`src/rtl/sram_arb_pkg.sv`:
```
// Shared types and defaults for the two-port SRAM arbiter.
package sram_arb_pkg;

  localparam int unsigned SRAM_ADDR_W = 20;
  localparam int unsigned SRAM_DATA_W = 16;

  typedef enum logic [1:0] {
    S_IDLE,
    S_ACCESS,
    S_DONE,
    S_RELEASE
  } sram_arb_state_t;

  // A zero wait count still needs one stable access cycle.
  function automatic int unsigned eff_wait(int unsigned wait_cycles);
    return (wait_cycles < 1) ? 1 : wait_cycles;
  endfunction

endpackage

```
`src/rtl/rr_pick2.sv`:
```
// Combinational 2-way round-robin chooser: on a tie the port that was not
// granted last wins.
module rr_pick2 (
  input  logic [1:0] req,
  input  logic       last,
  output logic       grant_valid,
  output logic       grant_idx
);

  always_comb begin
    grant_valid = |req;
    grant_idx   = 1'b0;
    case (req)
      2'b01:   grant_idx = 1'b0;
      2'b10:   grant_idx = 1'b1;
      2'b11:   grant_idx = ~last;
      default: grant_idx = 1'b0;
    endcase
  end

endmodule

```
`src/rtl/sram_arbiter.sv`:
```
// Shares one external SRAM between two requesters with a fixed
// address/wait/capture/release schedule and round-robin grants.
module sram_arbiter
  import sram_arb_pkg::*;
#(
  parameter int unsigned WAIT_CYCLES = 1,
  parameter int unsigned ADDR_W      = SRAM_ADDR_W,
  parameter int unsigned DATA_W      = SRAM_DATA_W
) (
  input  logic              i_clk,
  input  logic              i_rst_n,
  input  logic              i_req0,
  input  logic              i_req1,
  input  logic              i_wen0,
  input  logic              i_wen1,
  input  logic [ADDR_W-1:0] i_addr0,
  input  logic [ADDR_W-1:0] i_addr1,
  input  logic [DATA_W-1:0] i_wdata0,
  input  logic [DATA_W-1:0] i_wdata1,
  output logic              o_ack0,
  output logic              o_ack1,
  output logic [DATA_W-1:0] o_rdata0,
  output logic [DATA_W-1:0] o_rdata1,
  output logic              o_sram_en,
  output logic              o_sram_wen,
  output logic [ADDR_W-1:0] o_sram_addr,
  output logic [DATA_W-1:0] o_sram_wdata,
  input  logic [DATA_W-1:0] i_sram_rdata,
  output logic              o_busy
);

  localparam int unsigned WAIT_EFF = eff_wait(WAIT_CYCLES);
  localparam int unsigned CNT_W    = $clog2(WAIT_EFF + 1);
  localparam logic [CNT_W-1:0] CNT_LAST = CNT_W'(WAIT_EFF - 1);
  localparam logic [CNT_W-1:0] CNT_ONE  = CNT_W'(1);

  sram_arb_state_t state_q, state_d;

  logic [CNT_W-1:0]  cnt_q, cnt_d;
  logic              last_q, last_d;
  logic              gnt_q, gnt_d;
  logic              ack0_q, ack0_d;
  logic              ack1_q, ack1_d;
  logic [DATA_W-1:0] rdata0_q, rdata0_d;
  logic [DATA_W-1:0] rdata1_q, rdata1_d;
  logic              en_q, en_d;
  logic              wen_q, wen_d;
  logic [ADDR_W-1:0] addr_q, addr_d;
  logic [DATA_W-1:0] wdata_q, wdata_d;
  logic              busy_q, busy_d;

  logic grant_valid;
  logic grant_idx;

  rr_pick2 u_pick (
    .req         ({i_req1, i_req0}),
    .last        (last_q),
    .grant_valid (grant_valid),
    .grant_idx   (grant_idx)
  );

  // State register
  always_ff @(posedge i_clk or negedge i_rst_n) begin
    if (!i_rst_n) begin
      state_q <= S_IDLE;
    end else begin
      state_q <= state_d;
    end
  end

  // Next-state logic; requests are only looked at in S_IDLE
  always_comb begin
    state_d = state_q;
    unique case (state_q)
      S_IDLE:    if (grant_valid) state_d = S_ACCESS;
      S_ACCESS:  if (cnt_q == CNT_LAST) state_d = S_DONE;
      S_DONE:    state_d = S_RELEASE;
      S_RELEASE: state_d = S_IDLE;
      default:   state_d = S_IDLE;
    endcase
  end

  // Next values of every registered output and of the datapath state
  always_comb begin
    cnt_d    = cnt_q;
    last_d   = last_q;
    gnt_d    = gnt_q;
    ack0_d   = 1'b0;
    ack1_d   = 1'b0;
    rdata0_d = rdata0_q;
    rdata1_d = rdata1_q;
    en_d     = en_q;
    wen_d    = wen_q;
    addr_d   = addr_q;
    wdata_d  = wdata_q;
    busy_d   = (state_d != S_IDLE);

    unique case (state_q)
      S_IDLE: begin
        if (grant_valid) begin
          gnt_d   = grant_idx;
          last_d  = grant_idx;
          cnt_d   = '0;
          en_d    = 1'b1;
          wen_d   = grant_idx ? i_wen1 : i_wen0;
          addr_d  = grant_idx ? i_addr1 : i_addr0;
          wdata_d = grant_idx ? i_wdata1 : i_wdata0;
        end
      end
      S_ACCESS: begin
        cnt_d = cnt_q + CNT_ONE;
      end
      S_DONE: begin
        if (!wen_q) begin
          if (gnt_q) rdata1_d = i_sram_rdata;
          else       rdata0_d = i_sram_rdata;
        end
        ack0_d = ~gnt_q;
        ack1_d = gnt_q;
        // Enables drop for the release cycle; address and data keep their value.
        en_d   = 1'b0;
        wen_d  = 1'b0;
      end
      S_RELEASE: begin
      end
      default: begin
      end
    endcase
  end

  always_ff @(posedge i_clk or negedge i_rst_n) begin
    if (!i_rst_n) begin
      cnt_q    <= '0;
      last_q   <= 1'b1;
      gnt_q    <= 1'b0;
      ack0_q   <= 1'b0;
      ack1_q   <= 1'b0;
      rdata0_q <= '0;
      rdata1_q <= '0;
      en_q     <= 1'b0;
      wen_q    <= 1'b0;
      addr_q   <= '0;
      wdata_q  <= '0;
      busy_q   <= 1'b0;
    end else begin
      cnt_q    <= cnt_d;
      last_q   <= last_d;
      gnt_q    <= gnt_d;
      ack0_q   <= ack0_d;
      ack1_q   <= ack1_d;
      rdata0_q <= rdata0_d;
      rdata1_q <= rdata1_d;
      en_q     <= en_d;
      wen_q    <= wen_d;
      addr_q   <= addr_d;
      wdata_q  <= wdata_d;
      busy_q   <= busy_d;
    end
  end

  assign o_ack0       = ack0_q;
  assign o_ack1       = ack1_q;
  assign o_rdata0     = rdata0_q;
  assign o_rdata1     = rdata1_q;
  assign o_sram_en    = en_q;
  assign o_sram_wen   = wen_q;
  assign o_sram_addr  = addr_q;
  assign o_sram_wdata = wdata_q;
  assign o_busy       = busy_q;

endmodule

```
`config.mk`:
```
export PLATFORM = sky130hd
export DESIGN_NAME = sram_arbiter
export DESIGN_NICKNAME = d
export VERILOG_FILES = /design/src/rtl/sram_arb_pkg.sv /design/src/rtl/rr_pick2.sv /design/src/rtl/sram_arbiter.sv
export SDC_FILE = /design/constraint.sdc
export NUM_CORES = 1
export LEC_CHECK = 0
export CORE_MARGIN = 8
export CORE_UTILIZATION = 39
export CTS_CLUSTER_SIZE = 12
export DETAILED_ROUTE_END_ITERATION = 10
export PLACE_DENSITY = 0.78
export SLEW_MARGIN = 10
export SYNTH_ARGS = -nofsm -noshare
export SYNTH_HDL_FRONTEND = slang
export SYNTH_SLANG_ARGS = --single-unit
```
`constraint.sdc`:
```
create_clock -name i_clk -period 2.5 [get_ports i_clk]
set_input_delay 0.5 -clock i_clk [delete_from_list [all_inputs] [get_ports i_clk]]
set_output_delay 0.5 -clock i_clk [all_outputs]
set_load 0.02 [all_outputs]
```
; ---- Word-level counts from Yosys, hierarchy flattened
; Index checks and enable logic that the tools add are counted.
[classes]
addsub = 1
n_reduce_logical = 10
n_eq_ne = 6
mux = 15
n_bitwise = 3
[op_table]
columns = operator, count
row1 = $mux 20, 1
row2 = $mux 16, 1
row3 = $eq 2x2->1 const B, 4
row4 = $pmux 1 s2, 4
row5 = $pmux 2 s4, 1
row6 = $mux 1, 6
row7 = $reduce_and 2->1, 3
row8 = $reduce_and 3->1, 2
row9 = $reduce_bool 2->1, 3
row10 = $mux 2, 2
row11 = $not 1->1, 3
row12 = $eq 2x1->1 const B, 1
row13 = $logic_not 2->1, 1
row14 = $ne 2x2->1 const B, 1
row15 = $reduce_or 2->1, 1
row16 = $add 1x1->1 const B, 1
[totals]
wordCells = 48
inputBits = 94
ff_bits = 78

; ---- Longest topological paths before layout
[logic_depth]
word_depth = 5
mapped_depth = 5
depth_no_buf = 3

; ---- By module
; A second synthesis with hierarchy kept.
[hier_totals]
hier_cells = 219
hier_area_um2 = 3444.6
[modules_own_cells]
columns = mod, seq_area_each_um2, cells_each, area_per_inst_um2, n_inst
row1 = sram_arbiter, 1953.1, 217, 3430.8, 1
row2 = rr_pick2, 0.0, 2, 13.8, 1

; ---- Least setup slack after synthesis
; Ideal clock, no wire load.
[synth_path]
path_type = in2reg
from = input i_req1
to = register addr_q[0] (netlist: o_sram_addr[0])
cell_stages = 5
t_arrival_ns = 1.522
path_slack_ns = 0.854
cell_sequence = a21bo_2 buf_6 buf_6 mux2_1 mux2_2
[synth_between]
elab_chain_cells = 3
[synth_lines]
columns = item, line
row1 = from (decl), sram_arbiter.sv:13  ; input logic i_req1,
row2 = $eq 2x2->1, rr_pick2.sv:13  ; case (req)
row3 = $pmux 1 s2, rr_pick2.sv:13
row4 = $mux 20, sram_arbiter.sv:106  ; addr_d = grant_idx ? i_addr1 : i_addr0;
row5 = to (signal assigned), sram_arbiter.sv:155  ; addr_q <= addr_d;
row6 = to (decl), sram_arbiter.sv:48  ; logic [ADDR_W-1:0] addr_q, addr_d;
; Several ways; a longest one is shown, not always the timed one.
; A chain may end at the register's enable or synchronous reset.

; ---- Worst setup path after layout
[layout_path]
from = register wen_q (netlist: o_sram_wen)
to = output o_sram_wen
[layout_rtl]
columns = item, line
row1 = from (decl), sram_arbiter.sv:47  ; logic wen_q, wen_d;
row2 = from (signal assigned), sram_arbiter.sv:154  ; wen_q <= wen_d;
row3 = to (decl), sram_arbiter.sv:25  ; output logic o_sram_wen,
; No word-level cell between the ends.

==> results.py <==
metrics = {
    "power": {
        "pwr-share-seq": 0.330,
        "power_density_mw_per_mm2": 1258,
        "pwr-share-comb": 0.516,
        "power.internal_w": 0.004420,
        "pwr-share-clk": 0.154,
        "peakVddDrop_uv": 704.8,
        "p_sw_frac": 0.3485,
        "p_sw_w": 0.002364,
        "p_leak_nw": 2.230,
    },
    "die": {
        "die-area_sq_mm": 0.01187,
        "start_util": 0.3941,
        "row_count": 34,
        "fp.coreArea_sq_mm": 0.008551,
        "fp.dieH_um": 109.0,
        "ioPinCount": 167,
        "die_width_um": 109.0,
    },
    "layout": {
        "multiInputGateArea_sq_mm": 0.001341,
        "fillers": 674,
        "layout-drive-gt1-share": 0.2697,
        "antenna_cells": 0,
        "regArea_sq_mm": 0.001953,
        "fin_area_sq_mm": 0.005393,
        "fin_util": 0.6307,
        "area_delta_synth_final_pct": 60.04,
        "fin_nets": 483,
    },
    "synth": {
        "synth_area_sq_mm": 0.003369,
        "ys_seq_elements": 78,
        "ys_seq_area_frac": 0.5797,
        "yosysTopAreaCellShare": 0.5719,
        "synth_cell_types": 24,
        "synthTopCellsByArea": "dfrtp_1, mux2_2, mux2_1, buf_6, nor3_4",
        "synth.net_count": 312,
        "synth_top_cell_by_area": "dfrtp_1",
        "syn_inst": 218,
        "postSynthAreaPerCell_sq_um": 15.46,
        "ys_warn_count": 0,
    },
    "worst_setup_path": {
        "critPathSlowestCell": "clkdlybuf4s50_1",
        "critPathKind": "register to output pin",
        "worst_setup_path_start_kind": "register",
        "critical_path_required_ns": 2.00,
        "critPathMaxFanout": 4,
        "crit_path_cell_trace": "clkdlybuf4s50_1",
        "worst_ep_arrival_time_ns": 1.46,
        "crit_buf_inv": 1,
        "end_kind": "output pin",
        "cp_top_family": "buffers and inverters",
        "slowest_delay_ns": 0.66,
    },
    "sta": {
        "hold_viol": 0,
        "worst_slack_ns": 0.5408,
        "holdWs_ns": 0.1711,
        "rsz0062_at_grt": "no",
        "max_freq_mhz": 510.4,
        "drv_slew": 0,
        "worstMarginPinSlew_ns": 0.5968,
        "fin_crit_ns": 1.959,
        "setup_viol": 0,
        "slew_headroom": 0.6021,
        "fin_tns_setup_ns": 0,
        "finClkSkew_ns": 0.007218,
        "layout_worst_path_cycle_share": 0.7837,
    },
    "placement": {
        "dp_hpwl_mm": 7.102,
        "portBuffers": 166,
        "dpl_worst_slack_ns": 0.2379,
        "place_area_sq_mm": 0.005171,
        "gp_congestion": 0.7742,
    },
    "global_route": {
        "grt.total_usage": 0.1559,
        "grt_pass1_wl_mm": 14.28,
        "grt_max_degree": 44,
        "grt_overflow": 0,
        "grt_pass1_vias": 2661,
        "antenna_found_initial": 0,
    },
    "drt": {
        "drc": 0,
        "drt_iter0_markers": 62,
        "num_vias": 2429,
        "routed_wl_mm": 9.250,
        "routedWlPerCell_um": 18.46,
        "antenna_left": 0,
        "viasPerCell": 4.848,
        "drt_pass1_iterations": 4,
    },
    "clock_tree": {
        "cts_setup_buffers": 0,
        "clkTransAtPathRegs_ns": 0.08,
        "insertion_delay_ns": 0.33,
        "post_cts_resized": 0,
        "root_buffer": "clkbuf_8",
        "clock-sinks": 78,
        "htreeDepth": 3,
        "cts_buffers": 9,
        "ctsHoldBuffers": 0,
        "tritoncts": "built",
        "cts_max_path_buffers": 2,
    },
    "job": {
        "drv_cap": 0,
    },
    "status": {
        "status": "completed",
    },
    "worst_hold_path": {
        "min_path_type": "input pin to asynchronous set/reset pin",
    },
}
==> flip-flops by register name (all words and copies together), names as in the netlist <==
name / count
cnt_q: 1
gnt_q: 1
last_q: 1
o_ack0: 1
o_ack1: 1
o_busy: 1
o_rdata0: 16
o_rdata1: 16
o_sram_addr: 20
o_sram_en: 1
o_sram_wdata: 16
o_sram_wen: 1
state_q: 2
==> cells by family (layout without fill, tap and decap cells) <==
kind of cell | count (synthesis) | after routing | share of synthesized area
buffers and inverters | 13 | 188 | 0.02562
XOR/XNOR | 1 | 1 | 0.002600
multiplexers | 106 | 106 | 0.3535
AND/OR/NAND/NOR | 13 | 13 | 0.02488
AO/OA/AOI/OAI | 7 | 7 | 0.01374
flip-flops | 78 | 78 | 0.5797
==> through the flow <==
step                cells  total power (W)
floorplan             218         0.004112
global placement      486         0.005730
detailed placement    486         0.005824
CTS                   501         0.006897
global route          501         0.007169
finish                501         0.006784
==> per-layer routing <==
layer	track usage	part of all wire
met3	0.06383	0.11
met4	0.05963	0.015
met1	0.1867	0.42
met2	0.2457	0.46
met5	0	0
==> worst register-to-register path: cells and delay by family, from the launching register on <==
kind	cells	cell delay, ns
flip-flops	1	0.41
multiplexers	1	0.38
buffers and inverters	1	0.28
AND/OR/NAND/NOR	2	0.53
==> cell usage after synthesis <==
cell,instances
a21bo_2,1
a21o_1,1
a21oi_1,1
a31oi_1,1
and2_1,1
buf_2,6
buf_4,2
buf_6,3
dfrtp_1,77
dfstp_2,1
inv_1,2
mux2_1,24
mux2_2,80
mux2i_1,2
nand2_1,3
nand2b_1,2
nand3_1,1
nor2_1,3
nor3_1,1
nor3_4,2
o211ai_1,1
o21ai_0,1
o21ai_1,1
xnor2_1,1
==> layout by cell type, fill, tap and decap left out, types with 2 or more instances in the layout <==
cell,n
buf_4,3
mux2_2,80
nor3_4,2
clkdlybuf4s50_1,165
nor2_1,3
mux2_1,24
mux2i_1,2
inv_1,2
buf_12,3
clkinv_2,2
nand2_1,3
bufinv_16,2
clkbuf_8,11
dfrtp_1,77
nand2b_1,2
==> power by group through the flow <==
stage	Sequential [W]	Clock (W)	Combinational, W
after floorplan	0.00299	0	0.00112
after global placement	0.00223	0	0.00350
after detailed placement	0.00228	0	0.00355
after CTS	0.00225	0.00109	0.00356
after global routing	0.00233	0.00114	0.00370
final	0.00224	0.00104	0.00350
==> cell type report <==
class,instances,share of cell area
clock inverter,4,0.01299
clock buffer,11,0.02807
multi-input combinational,127,0.2487
inverter,2,0.001392
sequential,78,0.3622
timing repair buffer,171,0.3216
tap,108,0.02506
==> path summary, 6_finish.rpt <==
kind | cells past startpoint | end | slack, ns | start
max | 1 | o_sram_wen | 0.54 | o_sram_wen$_DFFE_PN0P_
min | 1 | o_sram_addr[16]$_DFFE_PN0P_ | 0.17 | i_rst_n
max reg2reg | 4 | o_rdata0[13]$_DFFE_PN0P_ | 0.79 | state_q[0]$_DFF_PN0_
min reg2reg | 1 | o_rdata1[13]$_DFFE_PN0P_ | 0.50 | o_rdata1[13]$_DFFE_PN0P_
max in group asynchronous | 2 | o_rdata1[0]$_DFFE_PN0P_ | 1.73 | i_rst_n
min in group i_clk | 1 | o_rdata1[13]$_DFFE_PN0P_ | 0.50 | o_rdata1[13]$_DFFE_PN0P_
No activity file was read; power rests on OpenSTA's default activity.
